==> src/rtl/fetch_pkg.sv <==
// Shared types, sizing constants and helpers for the fetch sequencer.
// Line geometry, queue depth and outstanding-request limits all live here.
package fetch_pkg;

    localparam logic [63:0] RESET_PC = 64'h8000_0000;

    localparam int LINE_BYTES     = 64;
    localparam int INSTS_PER_LINE = 16;
    localparam int PAIRS_PER_LINE = 8;
    localparam int IQ_LINES       = 2;
    localparam int MAX_OUTST      = 2;

    localparam int CREDIT_W   = $clog2(IQ_LINES + 1);
    localparam int OUTST_W    = $clog2(MAX_OUTST + 1);
    localparam int PAIR_W     = $clog2(PAIRS_PER_LINE);
    localparam int LINE_OFS_W = $clog2(LINE_BYTES);

    typedef enum logic [1:0] {
        ST_BOOT  = 2'd0,
        ST_FETCH = 2'd1,
        ST_WAIT  = 2'd2
    } state_t;

    function automatic logic [63:0] line_align(input logic [63:0] pc);
        return {pc[63:LINE_OFS_W], {LINE_OFS_W{1'b0}}};
    endfunction

endpackage

==> src/rtl/fetch_ctrl_if.sv <==
// Fetch-side bus bundle: redirect, ICache request/response and queue write/dequeue.
// master = fetch sequencer, slave = surrounding environment (backend, ICache, queue).
interface fetch_ctrl_if;

    logic         redirect_vld;
    logic [63:0]  redirect_pc;

    logic         ic_req_vld;
    logic         ic_req_rdy;
    logic [63:0]  ic_req_pc;
    logic         ic_req_tag;

    logic         ic_rsp_vld;
    logic         ic_rsp_tag;
    logic [63:0]  ic_rsp_pc;
    logic [511:0] ic_rsp_data;

    logic         iq_wr_vld;
    logic [63:0]  iq_wr_pc;
    logic [511:0] iq_wr_data;
    logic         iq_rd;

    modport master (
        input  redirect_vld, redirect_pc,
        input  ic_req_rdy,
        input  ic_rsp_vld, ic_rsp_tag, ic_rsp_pc, ic_rsp_data,
        input  iq_rd,
        output ic_req_vld, ic_req_pc, ic_req_tag,
        output iq_wr_vld, iq_wr_pc, iq_wr_data
    );

    modport slave (
        output redirect_vld, redirect_pc,
        output ic_req_rdy,
        output ic_rsp_vld, ic_rsp_tag, ic_rsp_pc, ic_rsp_data,
        output iq_rd,
        input  ic_req_vld, ic_req_pc, ic_req_tag,
        input  iq_wr_vld, iq_wr_pc, iq_wr_data
    );

endinterface

==> src/rtl/fetch_credit_ctr.sv <==
// Line-credit, outstanding-request and dequeued-pair bookkeeping for the fetch sequencer.
// A credit is one free queue line; it comes back after a full line of pairs is dequeued.
module fetch_credit_ctr
    import fetch_pkg::*;
(
    input  logic clk,
    input  logic rst_n,
    input  logic issue,
    input  logic rsp,
    input  logic stale,
    input  logic rd,
    input  logic redirect,
    output logic can_issue,
    output logic can_issue_next
);

    logic [CREDIT_W-1:0] credits_reg, credits_next;
    logic [OUTST_W-1:0]  outst_reg,   outst_next;
    logic [PAIR_W-1:0]   pair_reg,    pair_next;
    logic                pair_wrap;

    always_comb begin
        outst_next   = outst_reg + OUTST_W'(issue) - OUTST_W'(rsp);
        pair_wrap    = rd && (pair_reg == PAIR_W'(PAIRS_PER_LINE - 1));
        pair_next    = pair_reg + PAIR_W'(rd);
        credits_next = credits_reg - CREDIT_W'(issue) + CREDIT_W'(stale)
                       + CREDIT_W'(pair_wrap);
        // A flush empties the queue: every line not still in flight is free again.
        if (redirect) begin
            pair_next    = '0;
            credits_next = CREDIT_W'(IQ_LINES) - CREDIT_W'(outst_next);
        end
    end

    always_ff @(posedge clk or negedge rst_n) begin
        if (!rst_n) begin
            credits_reg <= CREDIT_W'(IQ_LINES);
            outst_reg   <= '0;
            pair_reg    <= '0;
        end else begin
            credits_reg <= credits_next;
            outst_reg   <= outst_next;
            pair_reg    <= pair_next;
        end
    end

    assign can_issue      = (credits_reg  != '0) && (outst_reg  < OUTST_W'(MAX_OUTST));
    assign can_issue_next = (credits_next != '0) && (outst_next < OUTST_W'(MAX_OUTST));

endmodule

==> src/rtl/fetch_ctrl.sv <==
// Front-end fetch sequencer: issues line requests, forwards current-epoch responses
// to the instruction queue, and drops lines fetched before the latest redirect.
module fetch_ctrl
    import fetch_pkg::*;
(
    input  logic          clk,
    input  logic          rst_n,
    fetch_ctrl_if.master  bus
);

    state_t      state_reg, state_next;
    logic [63:0] fetch_pc_reg;
    logic        epoch_reg;

    logic        req_vld;
    logic        issue;
    logic        tag_match;
    logic        rsp_live;
    logic        rsp_stale;
    logic        can_issue;
    logic        can_issue_next;

    assign tag_match = (bus.ic_rsp_tag == epoch_reg);
    assign rsp_live  = bus.ic_rsp_vld &&  tag_match && !bus.redirect_vld;
    assign rsp_stale = bus.ic_rsp_vld && !tag_match && !bus.redirect_vld;

    // Request valid depends only on registered state, so it cannot loop through issue.
    assign req_vld = (state_reg == ST_FETCH) && can_issue && !bus.redirect_vld;
    assign issue   = req_vld && bus.ic_req_rdy;

    fetch_credit_ctr u_cred (
        .clk            (clk),
        .rst_n          (rst_n),
        .issue          (issue),
        .rsp            (bus.ic_rsp_vld),
        .stale          (rsp_stale),
        .rd             (bus.iq_rd),
        .redirect       (bus.redirect_vld),
        .can_issue      (can_issue),
        .can_issue_next (can_issue_next)
    );

    // Transitions look at next-cycle resources so a returned credit issues one cycle later.
    always_comb begin
        state_next = state_reg;
        unique case (state_reg)
            ST_BOOT:  state_next = ST_FETCH;
            ST_FETCH: state_next = can_issue_next ? ST_FETCH : ST_WAIT;
            ST_WAIT:  if (can_issue_next) state_next = ST_FETCH;
            default:  state_next = ST_BOOT;
        endcase
        if (bus.redirect_vld) state_next = ST_FETCH;
    end

    always_ff @(posedge clk or negedge rst_n) begin
        if (!rst_n) begin
            state_reg <= ST_BOOT;
        end else begin
            state_reg <= state_next;
        end
    end

    always_ff @(posedge clk or negedge rst_n) begin
        if (!rst_n) begin
            fetch_pc_reg <= RESET_PC;
            epoch_reg    <= 1'b0;
        end else begin
            if (bus.redirect_vld) begin
                fetch_pc_reg <= line_align(bus.redirect_pc);
                epoch_reg    <= ~epoch_reg;
            end else if (state_reg == ST_BOOT) begin
                fetch_pc_reg <= RESET_PC;
            end else if (issue) begin
                fetch_pc_reg <= fetch_pc_reg + 64'(LINE_BYTES);
            end
        end
    end

    assign bus.ic_req_vld = req_vld;
    assign bus.ic_req_pc  = fetch_pc_reg;
    assign bus.ic_req_tag = epoch_reg;
    assign bus.iq_wr_vld  = rsp_live;
    assign bus.iq_wr_pc   = bus.ic_rsp_pc;
    assign bus.iq_wr_data = bus.ic_rsp_data;

endmodule
==> src/flat_wrapper.sv <==
// flat-port wrapper written by rule: the top's interface ports become plain ports
module fetch_ctrl_flat import fetch_pkg::*;
  (clk, rst_n, bus_redirect_vld, bus_redirect_pc, bus_ic_req_rdy, bus_ic_rsp_vld, bus_ic_rsp_tag, bus_ic_rsp_pc, bus_ic_rsp_data, bus_iq_rd, bus_ic_req_vld, bus_ic_req_pc, bus_ic_req_tag, bus_iq_wr_vld, bus_iq_wr_pc, bus_iq_wr_data);
  fetch_ctrl_if bus_i ();
  input  logic clk;
  input  logic rst_n;
  input wire logic [$bits(bus_i.redirect_vld)-1:0] bus_redirect_vld;
  input wire logic [$bits(bus_i.redirect_pc)-1:0] bus_redirect_pc;
  input wire logic [$bits(bus_i.ic_req_rdy)-1:0] bus_ic_req_rdy;
  input wire logic [$bits(bus_i.ic_rsp_vld)-1:0] bus_ic_rsp_vld;
  input wire logic [$bits(bus_i.ic_rsp_tag)-1:0] bus_ic_rsp_tag;
  input wire logic [$bits(bus_i.ic_rsp_pc)-1:0] bus_ic_rsp_pc;
  input wire logic [$bits(bus_i.ic_rsp_data)-1:0] bus_ic_rsp_data;
  input wire logic [$bits(bus_i.iq_rd)-1:0] bus_iq_rd;
  output wire logic [$bits(bus_i.ic_req_vld)-1:0] bus_ic_req_vld;
  output wire logic [$bits(bus_i.ic_req_pc)-1:0] bus_ic_req_pc;
  output wire logic [$bits(bus_i.ic_req_tag)-1:0] bus_ic_req_tag;
  output wire logic [$bits(bus_i.iq_wr_vld)-1:0] bus_iq_wr_vld;
  output wire logic [$bits(bus_i.iq_wr_pc)-1:0] bus_iq_wr_pc;
  output wire logic [$bits(bus_i.iq_wr_data)-1:0] bus_iq_wr_data;
  assign bus_i.redirect_vld = bus_redirect_vld;
  assign bus_i.redirect_pc = bus_redirect_pc;
  assign bus_i.ic_req_rdy = bus_ic_req_rdy;
  assign bus_i.ic_rsp_vld = bus_ic_rsp_vld;
  assign bus_i.ic_rsp_tag = bus_ic_rsp_tag;
  assign bus_i.ic_rsp_pc = bus_ic_rsp_pc;
  assign bus_i.ic_rsp_data = bus_ic_rsp_data;
  assign bus_i.iq_rd = bus_iq_rd;
  assign bus_ic_req_vld = bus_i.ic_req_vld;
  assign bus_ic_req_pc = bus_i.ic_req_pc;
  assign bus_ic_req_tag = bus_i.ic_req_tag;
  assign bus_iq_wr_vld = bus_i.iq_wr_vld;
  assign bus_iq_wr_pc = bus_i.iq_wr_pc;
  assign bus_iq_wr_data = bus_i.iq_wr_data;
  fetch_ctrl u_core (.clk(clk), .rst_n(rst_n), .bus(bus_i));
endmodule
==> config.mk <==
export PLATFORM = sky130hd
export DESIGN_NAME = fetch_ctrl_flat
export DESIGN_NICKNAME = d
export VERILOG_FILES = /design/src/rtl/fetch_pkg.sv /design/src/rtl/fetch_ctrl_if.sv /design/src/rtl/fetch_credit_ctr.sv /design/src/rtl/fetch_ctrl.sv /design/src/flat_wrapper.sv
export SDC_FILE = /design/constraint.sdc
export NUM_CORES = 1
export LEC_CHECK = 0
export BUFFER_PORTS_ARGS = -buffer_cell sky130_fd_sc_hd__buf_2
export CAP_MARGIN = 25
export CORE_AREA = 2 2 501 503
export CTS_CLUSTER_SIZE = 10
export DETAILED_ROUTE_END_ITERATION = 10
export DIE_AREA = 0 0 503 505
export PLACE_DENSITY = 0.3
export SYNTH_ARGS = -nofsm -noshare
export SYNTH_HDL_FRONTEND = slang
export SYNTH_SLANG_ARGS = --single-unit
==> constraint.sdc <==
create_clock -name clk -period 5.3 [get_ports clk]
set_clock_uncertainty 0.05 [all_clocks]
set_input_delay 0.53 -clock clk [delete_from_list [all_inputs] [get_ports clk]]
set_output_delay 0.53 -clock clk [all_outputs]
set_load 0.005 [all_outputs]
; Word level (Yosys, flattened, before mapping)
; Index checks and enable logic that the tools add are counted.
[classes]
addsub = 8
n_mul = 0
div_mod_pow = 0
magnitude_cmp = 2
n_eq_ne = 5
shifts = 0
mux = 9
n_bitwise = 1
n_reduce_logical = 16
[op_table]
columns = cell, n
row1 = 64-bit 2-to-1 mux, 3
row2 = 64-bit by 7-bit adder with 64-bit output (second input constant), 1
row3 = 1-bit logical AND, 10
row4 = 2-bit 2-to-1 mux, 4
row5 = 2-bit by 1-bit adder with 2-bit output, 3
row6 = 2-bit one-hot mux with 3 select lines, 1
row7 = 2-bit < comparator (second input constant), 2
row8 = 2-bit nonzero test, 2
row9 = 2-bit by 1-bit subtractor with 2-bit output, 2
row10 = 3-bit by 1-bit adder with 3-bit output, 1
row11 = 3-bit equality test (second input constant), 1
row12 = 3-bit 2-to-1 mux, 1
row13 = 3-bit by 2-bit != test with 1-bit output (second input constant), 1
row14 = 3-bit nonzero test, 1
row15 = 2-bit by 1-bit equality test with 1-bit output (second input constant), 1
row16 = 2-bit equality test (second input constant), 1
row17 = 1-bit zero test, 2
row18 = 2-bit zero test, 1
row19 = 2-bit subtractor (first input constant), 1
row20 = 1-bit equality test, 1
row21 = 1-bit inverter, 1
[word_totals]
regBits = 74
latchBits = 0
ram_bits = 0
romBits = 0
input_bits = 647
output_inout_bits = 643
word_cells = 47
n_memories = 0

; Longest topological paths before layout
; Gate-level depths: netlist of run 1.
[depth]
depth_word = 14
depth_mapped = 14
mapped_depth_nobuf = 10

; Cells and area by module
; A second synthesis of run 1 with hierarchy kept.
[unflattened]
cells_unflattened = 1166
area_unflattened_um2 = 8953.6
[modules_own_cells]
columns = mod, n_inst, cells_per_inst, area_each_um2, seq_area_each_um2
row1 = fetch_ctrl, 1, 1132, 8529.4, 1527.7
row2 = fetch_credit_ctr, 1, 34, 424.2, 176.4

; Worst setup path after synthesis of run 1
; Ideal clock, no wire load.
[synth_path]
kind = in2reg
start = input bus_redirect_vld
end = register u_core.state_reg[0]
setup_ns = 0.064
arrival_time_ns = 3.376
t_required_ns = 5.186
slack_ns = 1.810
cell_stages = 14
n_path_buf = 4
cell_sequence = or4b_1 clkbuf_1 or2_1 buf_6 inv_1 buf_2 buf_2 ha_1 fa_1 xor2_1 xnor2_1 mux2i_1 a211oi_1 a21o_1
[synth_via]
elab_chain_cells = 12
elab_cells_between_ends = 18
classes_between = 6 x add/sub / 1 x order compare / 1 x eq/ne / 4 x mux / 6 x reduce/logical
[synth_lines]
columns = item, line
row1 = start: declaration, flat_wrapper.sv:7  ; input wire logic [$bits(bus_i.redirect_vld)-1:0] bus_redirect_vld;
row2 = 1-bit zero test, "fetch_ctrl.sv:25, fetch_ctrl.sv:28"
row3 = 1-bit logical AND, fetch_ctrl.sv:28  ; assign req_vld = (state_reg == ST_FETCH) && can_issue && !bus.redirect_vld;
row4 = 1-bit logical AND, fetch_ctrl.sv:29  ; assign issue = req_vld && bus.ic_req_rdy;
row5 = 2-bit by 1-bit subtractor with 2-bit output / 2-bit by 1-bit adder with 2-bit output (equally long branches), "fetch_credit_ctr.sv:26, fetch_credit_ctr.sv:23"
row6 = 2-bit by 1-bit adder with 2-bit output / 2-bit by 1-bit subtractor with 2-bit output (equally long branches), "fetch_credit_ctr.sv:26, fetch_credit_ctr.sv:23"
row7 = 2-bit by 1-bit adder with 2-bit output / 2-bit subtractor (equally long branches), "fetch_credit_ctr.sv:27, fetch_credit_ctr.sv:31"
row8 = 2-bit 2-to-1 mux, fetch_credit_ctr.sv:29  ; if (redirect) begin
row9 = 2-bit nonzero test, fetch_credit_ctr.sv:48  ; assign can_issue_next = (credits_next != '0) && (outst_next < OUTST_W'(MAX_OUTST));
row10 = 1-bit logical AND, fetch_credit_ctr.sv:48
row11 = 2-bit 2-to-1 mux, fetch_ctrl.sv:48  ; ST_FETCH: state_next = can_issue_next ? ST_FETCH : ST_WAIT;
row12 = 2-bit one-hot mux with 3 select lines, fetch_ctrl.sv:46  ; unique case (state_reg)
row13 = 2-bit 2-to-1 mux, fetch_ctrl.sv:52  ; if (bus.redirect_vld) state_next = ST_FETCH;
row14 = end signal: assignment, fetch_ctrl.sv:59  ; state_reg <= state_next;
row15 = end: declaration, fetch_ctrl.sv:11  ; state_t state_reg, state_next;
; Parallel ways exist; a longest one is shown, timed or not.
; A chain may end at the register's enable or synchronous reset.

; Final worst setup path of run 1
[layout_path]
start = register u_core.fetch_pc_reg[24], in the netlist u_core.bus.ic_req_pc[24]
end = register u_core.fetch_pc_reg[54], in the netlist u_core.bus.ic_req_pc[54]
[layout_via]
elab_chain_cells = 4
[layout_lines]
columns = item, line
row1 = start: declaration, fetch_ctrl.sv:12  ; logic [63:0] fetch_pc_reg;
row2 = start signal: assignment, fetch_ctrl.sv:69  ; fetch_pc_reg <= line_align(bus.redirect_pc);
row3 = start signal: assignment, fetch_ctrl.sv:74  ; fetch_pc_reg <= fetch_pc_reg + 64'(LINE_BYTES);
row4 = 64-bit by 7-bit adder with 64-bit output, fetch_ctrl.sv:74
row5 = 64-bit 2-to-1 mux, fetch_ctrl.sv:73  ; end else if (issue) begin
row6 = 64-bit 2-to-1 mux, fetch_ctrl.sv:71  ; end else if (state_reg == ST_BOOT) begin
row7 = 64-bit 2-to-1 mux, fetch_ctrl.sv:68  ; if (bus.redirect_vld) begin
; No other way between the ends. The select of a mux whose other input is x is not followed.

==> summary.md, run 1 <==
| Metric | Value |
|---|---|
| Status | complete, no violations |
| Achievable clock frequency | ~280 MHz |
| Post-synth EDFFs | 0 |
| Fillers | 29,640 |
| M3 GR Usage | roughly 12% |
| Antenna violations before repair | 9 |
| DR DRC count | 0 |
| Commonest non-fill, non-tap cells in the layout | buf_2, nand2_1, dfrtp_1 |
| Final Hold Viols | 0 |
| CTS sink cnt | 68 |
| Commonest non-fill, non-tap cell in the layout | buf_2 |
| CP Capture Type | flop |
| Setup TNS | 0 ns |
| Syn Area/Cell | 7.795 sq um |
| Leakage power | ~2.5 nW |
| Antenna Nets Post-Route | 0 |
| Area Overhead vs Synth | 9.690% |
| Top FF cell, synth | dfrtp_1 |
| Synth top area share | slightly below 50% |
| GRT Resource Usage Total | just under 9% |
| P per Cell Area | 253.7 nW/um^2 |
| Final wirelength | 115,600 um |
| Switching Fraction | 46.40% |
| Crit-path max FO | 10 |
| Port-buffer cells | between 100 and 150 |
| Final Setup Violations | 0 |
| Post-Synthesis Cells | roughly 1,100 |
| H-tree depth | 3 |
| Req. time, crit path | approximately 5.5 ns |
| Vias | approximately 6,400 |
| Sequential share of the synthesized area | a little under a fifth |
| Wire per inst | approximately 29 um |
| Layout cell share with drive strength beyond 1 | 26.41% |
| Critical path arrival | approximately 3.8 ns |
| Initial core utilization | under 10% |
| Max clock buf depth | 2 |
| P_int | 1.329 mW |
| Floorplan die width | a little over 500 um |
| Critical Setup Path Class | reg -> reg |
| Core area | approximately 250,000 sq um |
| Clock buffer count from CTS | 9 |
| Comb power frac | about a third |
| Maximum vdd drop | approximately 0.14 mV |
| Yosys cell types | 64 |
| Cts repair resizes | 0 |
| Worst hold path class | in -> async |
| Slew Viols, Final | 0 |
| GR Util met1 | between 3 and 4% |
| Drt via density | around 1.6 |
| RSZ-0062 raised after global routing | no |
| Largest net degree at the start of global routing | 55 |
| Gr ovfl total | 0 |
| Met2 Use GR | 14.17% |
| Max incr delay on CP | between 0.9 and 1 ns |
| Switching pwr | ~1.2 mW |
| Max FFs per register | between 50 and 60 |
| Crit path buffers/inverters | 0 |
| Global-route wire length before repair | about 130,000 um |
| Slew headroom | between 30% and 40% |
| #FFs+latches synth | 68 |
| Tcrit/Tclk final | between 60% and 70% |
| Worst-Skew Late Latency | 0.41 ns |
| Worst slew pin tran | 0.9348 ns |
| Fin Hold WS | between 0.1 and 0.15 ns |
| Cts hold-fix bufs | 0 |
| Critical Path, Cell by Cell | nand4_1, or4_1, or4_1, o41a_1, a221o_1 |
| # rows | 183 |
| CTS tree | done |
| CTS clk-pin slew, worst paths | 0.09 ns |
| Startpoint Class | flop |
| Routability congestion estimate | 0.7394 |
| Post-route minimum period | 3.575 ns |
| Starting DRT DRC Count | just under 400 |
| First-pass DRT Iterations | 5 |
| Synth top area cells | buf_4, dfrtp_1, nand2_1 |
| Clock share of power | 29.3% |
| Synth area leader | buf_4 |
| Ys async rst share | 100.0% |
| Crit-path most repeated cell | or4_1 |
| Yosys Warn Count | 0 |
| Vias in the first global route | around 6,500 |
| Crit-path slowest cell | or4_1 |
| DP Wirelength | 105,200 um |
| Die area | 254,000 sq um |
| Max Cap Violations | 0 |
| Top Usage Layer GRT | met2 |
| Num ports | between 1,000 and 1,500 |
| Post-CTS Setup Inserts | 0 |
| Synth Cell Area | 8910 sq um |
| Top cell family by delay on the critical path | simple AND/OR/NAND/NOR gates |
| Die Y | 505 um |
| Sequential share of power | 36.4% |
| Nets | about 1,300 |
| Clock Root Buffer | clkbuf_16 |
[per-layer routing]
layer  part of all wire [%]  routed length (um)
met4                    9.1               10550
met5                  0.054                  62
met2                     46               53260
met3                     30               34150
met1                     15               17560
[cells by family after synthesis]
family | after synthesis | synth area share (%)
mux | 6 | 0.6881
other cells | 1 | 0.04209
fa+ha+maj | 8 | 1.208
flops | 68 | 19.13
xor+xnor | 12 | 1.180
simple gates | 277 | 16.09
buf+inv | 635 | 51.41
compound gates | 136 | 10.25
[path summary, 6_finish.rpt]
kind,from,endpoint,slack (ns),depth (start not counted)
max in group asynchronous,rst_n,u_core.bus.ic_req_pc[18],4.02,2
max,u_core.bus.ic_req_pc[24],u_core.bus.ic_req_pc[54],1.72,5
min in group clk,bus_redirect_pc[42],u_core.bus.ic_req_pc[42],0.30,3
min reg2reg,u_core.u_cred.outst_reg[0],u_core.u_cred.outst_reg[0],0.46,1
max reg2reg,u_core.bus.ic_req_pc[24],u_core.bus.ic_req_pc[54],1.72,5
min,rst_n,u_core.bus.ic_req_pc[43],0.12,1
[final cells by class]
class / count / area [sq um] / share of cell area (%)
timing repair buffer: 150 / 828.3 / 8.475
clock inverter: 6 / 63.81 / 0.6529
tap: 3330 / 4167 / 42.63
antenna: 1 / 2.502 / 0.02560
multi-input combinational: 445 / 2716 / 27.79
sequential: 68 / 1704 / 17.44
inverter: 14 / 52.55 / 0.5377
clock buffer: 10 / 239.0 / 2.445
[through the flow]
| step | power, mW | instances | util (%) | cell area (sq um) | setup slack [ns] |
|---|---|---|---|---|---|
| 6_report | 2.480 | 4024 | 3.938 | 9773 | 1.725 |
| 5_1_grt | 2.638 | 4024 | 3.938 | 9773 | 1.513 |
| 4_1_cts | 2.584 | 4022 | 3.935 | 9766 | 1.588 |
| 3_5_place_dp | 1.825 | 4006 | 3.813 | 9463 | 1.372 |
| 3_3_place_gp | 1.838 | 4006 | 3.813 | 9463 | 1.390 |
| 2_1_floorplan | 1.552 | 1148 | - | 8929 | 1.810 |
[power groups by stage]
stage               clock network [mW]  logic (mW)  registers, mW
floorplan                            0       0.766          0.787
global placement                     0       0.910          0.928
detailed placement                   0       0.894          0.931
CTS                              0.764       0.899          0.920
global route                     0.765       0.945          0.928
finish                           0.726       0.850          0.904
[cells in the mapped netlist, types with 3 or more instances]
| cell | instances |
|---|---|
| nand3_1 | 43 |
| a21o_1 | 3 |
| or4_1 | 19 |
| a31oi_1 | 3 |
| o211ai_1 | 14 |
| nand4_1 | 34 |
| o31ai_1 | 9 |
| xnor2_1 | 9 |
| a32oi_1 | 5 |
| nor2_1 | 26 |
| buf_4 | 582 |
| o21ai_0 | 26 |
| nor4_1 | 10 |
| and3_1 | 7 |
| a21oi_1 | 39 |
| o311ai_0 | 4 |
| a221o_1 | 5 |
| ha_1 | 7 |
| buf_1 | 5 |
| mux2i_1 | 5 |
| and4_1 | 6 |
| nor3_1 | 18 |
| inv_1 | 14 |
| nand2_1 | 87 |
| or3_1 | 4 |
| buf_2 | 4 |
| clkbuf_1 | 29 |
| xor2_1 | 3 |
| nor2b_1 | 3 |
| and2_1 | 9 |
| a211oi_1 | 5 |
| dfrtp_1 | 66 |
[worst register-to-register path, stage by stage (launching register included)]
cell,delay [ns]
dfrtp_1,0.65
nand4_1,0.38
or4_1,0.67
or4_1,0.91
o41a_1,0.56
a221o_1,0.26
(Power assumes the default switching activity.)
==> run 2, diff against run 1 <==
CORE_AREA = 2 2 510 512   (was 2 2 501 503)
DIE_AREA = 0 0 512 514   (was 0 0 503 505)
clock period = 3.5 ns   (was 5.3 ns; I/O delays follow)
==> run 2 against run 1 <==
  * Die area up 3.6%
  * Combinational power rose by 76%
  * Critical path depth up 5
  * Non-clock buffer count grew 37
  * Global-route usage fell by 0.42 points
==> summary.md, run 2 (synthesis gave the netlist of run 1 again) <==
| Metric | Value |
|---|---|
| Status | complete, no violations |
| Worst slew pin tran | roughly 0.81 ns |
| Cell Area, Placed | about 9800 sq um |
| Critical Setup Path Class | reg -> reg |
| Num ports | between 1,000 and 1,500 |
| CP Capture Type | flop |
| Largest net degree at the start of global routing | 42 |
| Startpoint Class | flop |
| Placed cell count | 4,115 |
| Worst hold path class | in -> reg |
| Worst-Skew Late Latency | 0.38 ns |
| Starting DRT DRC Count | just under 500 |
| Initial core utilization | 3.452% |
| Routability congestion estimate | approximately 0.77 |
| Commonest non-fill, non-tap cells in the layout | buf_2, nand2_1, dfrtp_1 |
| Fillers | between 30,000 and 40,000 |
| Clock Root Buffer | clkbuf_16 |
| Storage cell area | roughly 1700 sq um |
| DR DRC count | 0 |
| Floorplan die width | between 500 and 600 um |
| Post-route minimum period | slightly above 3 ns |
| Max Cap Violations | 0 |
| Cts repair resizes | 0 |
| Commonest non-fill, non-tap cell in the layout | buf_2 |
| Crit-path max FO | 4 |
| H-tree depth | 3 |
| Antenna Nets Post-Route | 0 |
| Nets | ~1,400 |
| Max clock buf depth | 2 |
| Vias | between 6,000 and 7,000 |
| Slew headroom | a little under half |
| Die area | around 260,000 sq um |
| Tcrit/Tclk final | between 80% and 90% |
| Final non-filler cell total | 4,136 |
| RSZ-0062 raised after global routing | no |
| GRT Resource Usage Total | 8.298% |
| Req. time, crit path | between 3 and 4 ns |
| P per Cell Area | 384.8 nW/um^2 |
| Critical path arrival | 3.37 ns |
| Port-buffer cells | 125 |
| Area of the multi-input gates | around 2700 sq um |
| PnR Total Power | between 3 and 4 mW |
| Slew Viols, Final | 0 |
| Gr ovfl total | 0 |
| Clock buffer count from CTS | 9 |
| Final Setup Violations | 0 |
| Cts hold-fix bufs | 1 |
| Core area | ~260,000 sq um |
| Wire per inst | about 27 um |
| # rows | 187 |
| Drt via density | 1.591 |
| Maximum vdd drop | between 0.2 and 0.25 mV |
| Leakage power | 2.720 nW |
| DP Wirelength | between 100,000 and 150,000 um |
| Vias in the first global route | roughly 6,800 |
| First-pass DRT Iterations | 5 |
| Fin Hold WS | about 0.16 ns |
| Setup TNS | 0 ns |
| Area Overhead vs Synth | 14.53% |
| Die Y | 514 um |
| Place WS | roughly 0.35 ns |
| Max FFs per register | 58 |
| Layout cell share with drive strength beyond 1 | 29.86% |
| Final wirelength | roughly 110,000 um |
| Achievable clock frequency | 322.0 MHz |
| Antenna violations before repair | 6 |
| CTS tree | done |
| Post-CTS Setup Inserts | 0 |
| Final setup margin | 0.3946 ns |
| CTS sink cnt | 68 |
| CTS clk-pin slew, worst paths | around 0.07 ns |
| Final Hold Viols | 0 |
| Global-route wire length before repair | approximately 130,000 um |
| Post-route cell area | 10,200 sq um |
| Final core utilization | a little under 4% |
==> run 2: cell count changes in the layout (fill, tap and decap cells not counted), sizes merged <==
cell | before | now
buf | 149 | 186
diode | 1 | 4
clkinv | 3 | 1
bufinv | 1 | 2
dlygate4sd3 | 0 | 1
==> run 2: critical path, stage by stage, from the launching register on <==
cell      delay, ns
dfrtp_1        0.43
or4b_1         0.53
or2_1          0.32
inv_1          0.10
ha_1           0.25
fa_1           0.41
xor2_1         0.17
xnor2_1        0.15
mux2i_1        0.12
a211oi_1       0.37
a21o_1         0.16
==> run 2: path summary, 6_finish.rpt <==
| path | depth (start not counted) | slack (ns) | start | end |
|---|---|---|---|---|
| worst min-delay path | 2 | 0.16 | bus_redirect_pc[43] | u_core.bus.ic_req_pc[43] |
| worst min register to register | 1 | 0.47 | u_core.u_cred.outst_reg[0] | u_core.u_cred.outst_reg[0] |
| worst max register to register | 10 | 0.39 | u_core.state_reg[1] | u_core.state_reg[0] |
| max in group asynchronous | 3 | 2.06 | rst_n | u_core.u_cred.credits_reg[1] |
| worst max-delay path | 10 | 0.39 | u_core.state_reg[1] | u_core.state_reg[0] |
| min in group asynchronous | 2 | 0.47 | rst_n | u_core.bus.ic_req_pc[62] |
==> run 2: final cells by class <==
type | count | share of cell area (%)
multi-input cells | 445 | 26.42
flip-flops and latches | 68 | 16.70
diodes | 4 | 0.09809
well taps | 3402 | 41.71
inverters | 14 | 0.5150
clock inverters | 5 | 0.8215
repair buffers | 187 | 11.26
clock buffers | 11 | 2.477
==> run 2: routing by layer <==
| metal | wire length [um] | share of wire, % | track usage (%) | vias up |
|---|---|---|---|---|
| met3 | 34300 | 30 | 11.36 | 355 |
| met5 | 315 | 0.28 | 0.8950 | - |
| met4 | 8679 | 7.7 | 5.920 | 6 |
| met2 | 53790 | 47 | 13.91 | 831 |
| li1 | - | - | - | 2452 |
| met1 | 16280 | 14 | 3.452 | 2937 |
==> run 2: report_power, final <==
part / total (mW) / switching, mW / leakage (nW) / internal, mW
clock: 1.17 / 0.498 / 0.158 / 0.667
sequential: 1.27 / 0.289 / 0.855 / 0.976
combinational: 1.50 / 0.946 / 1.71 / 0.550
total: 3.93 / 1.73 / 2.72 / 2.19
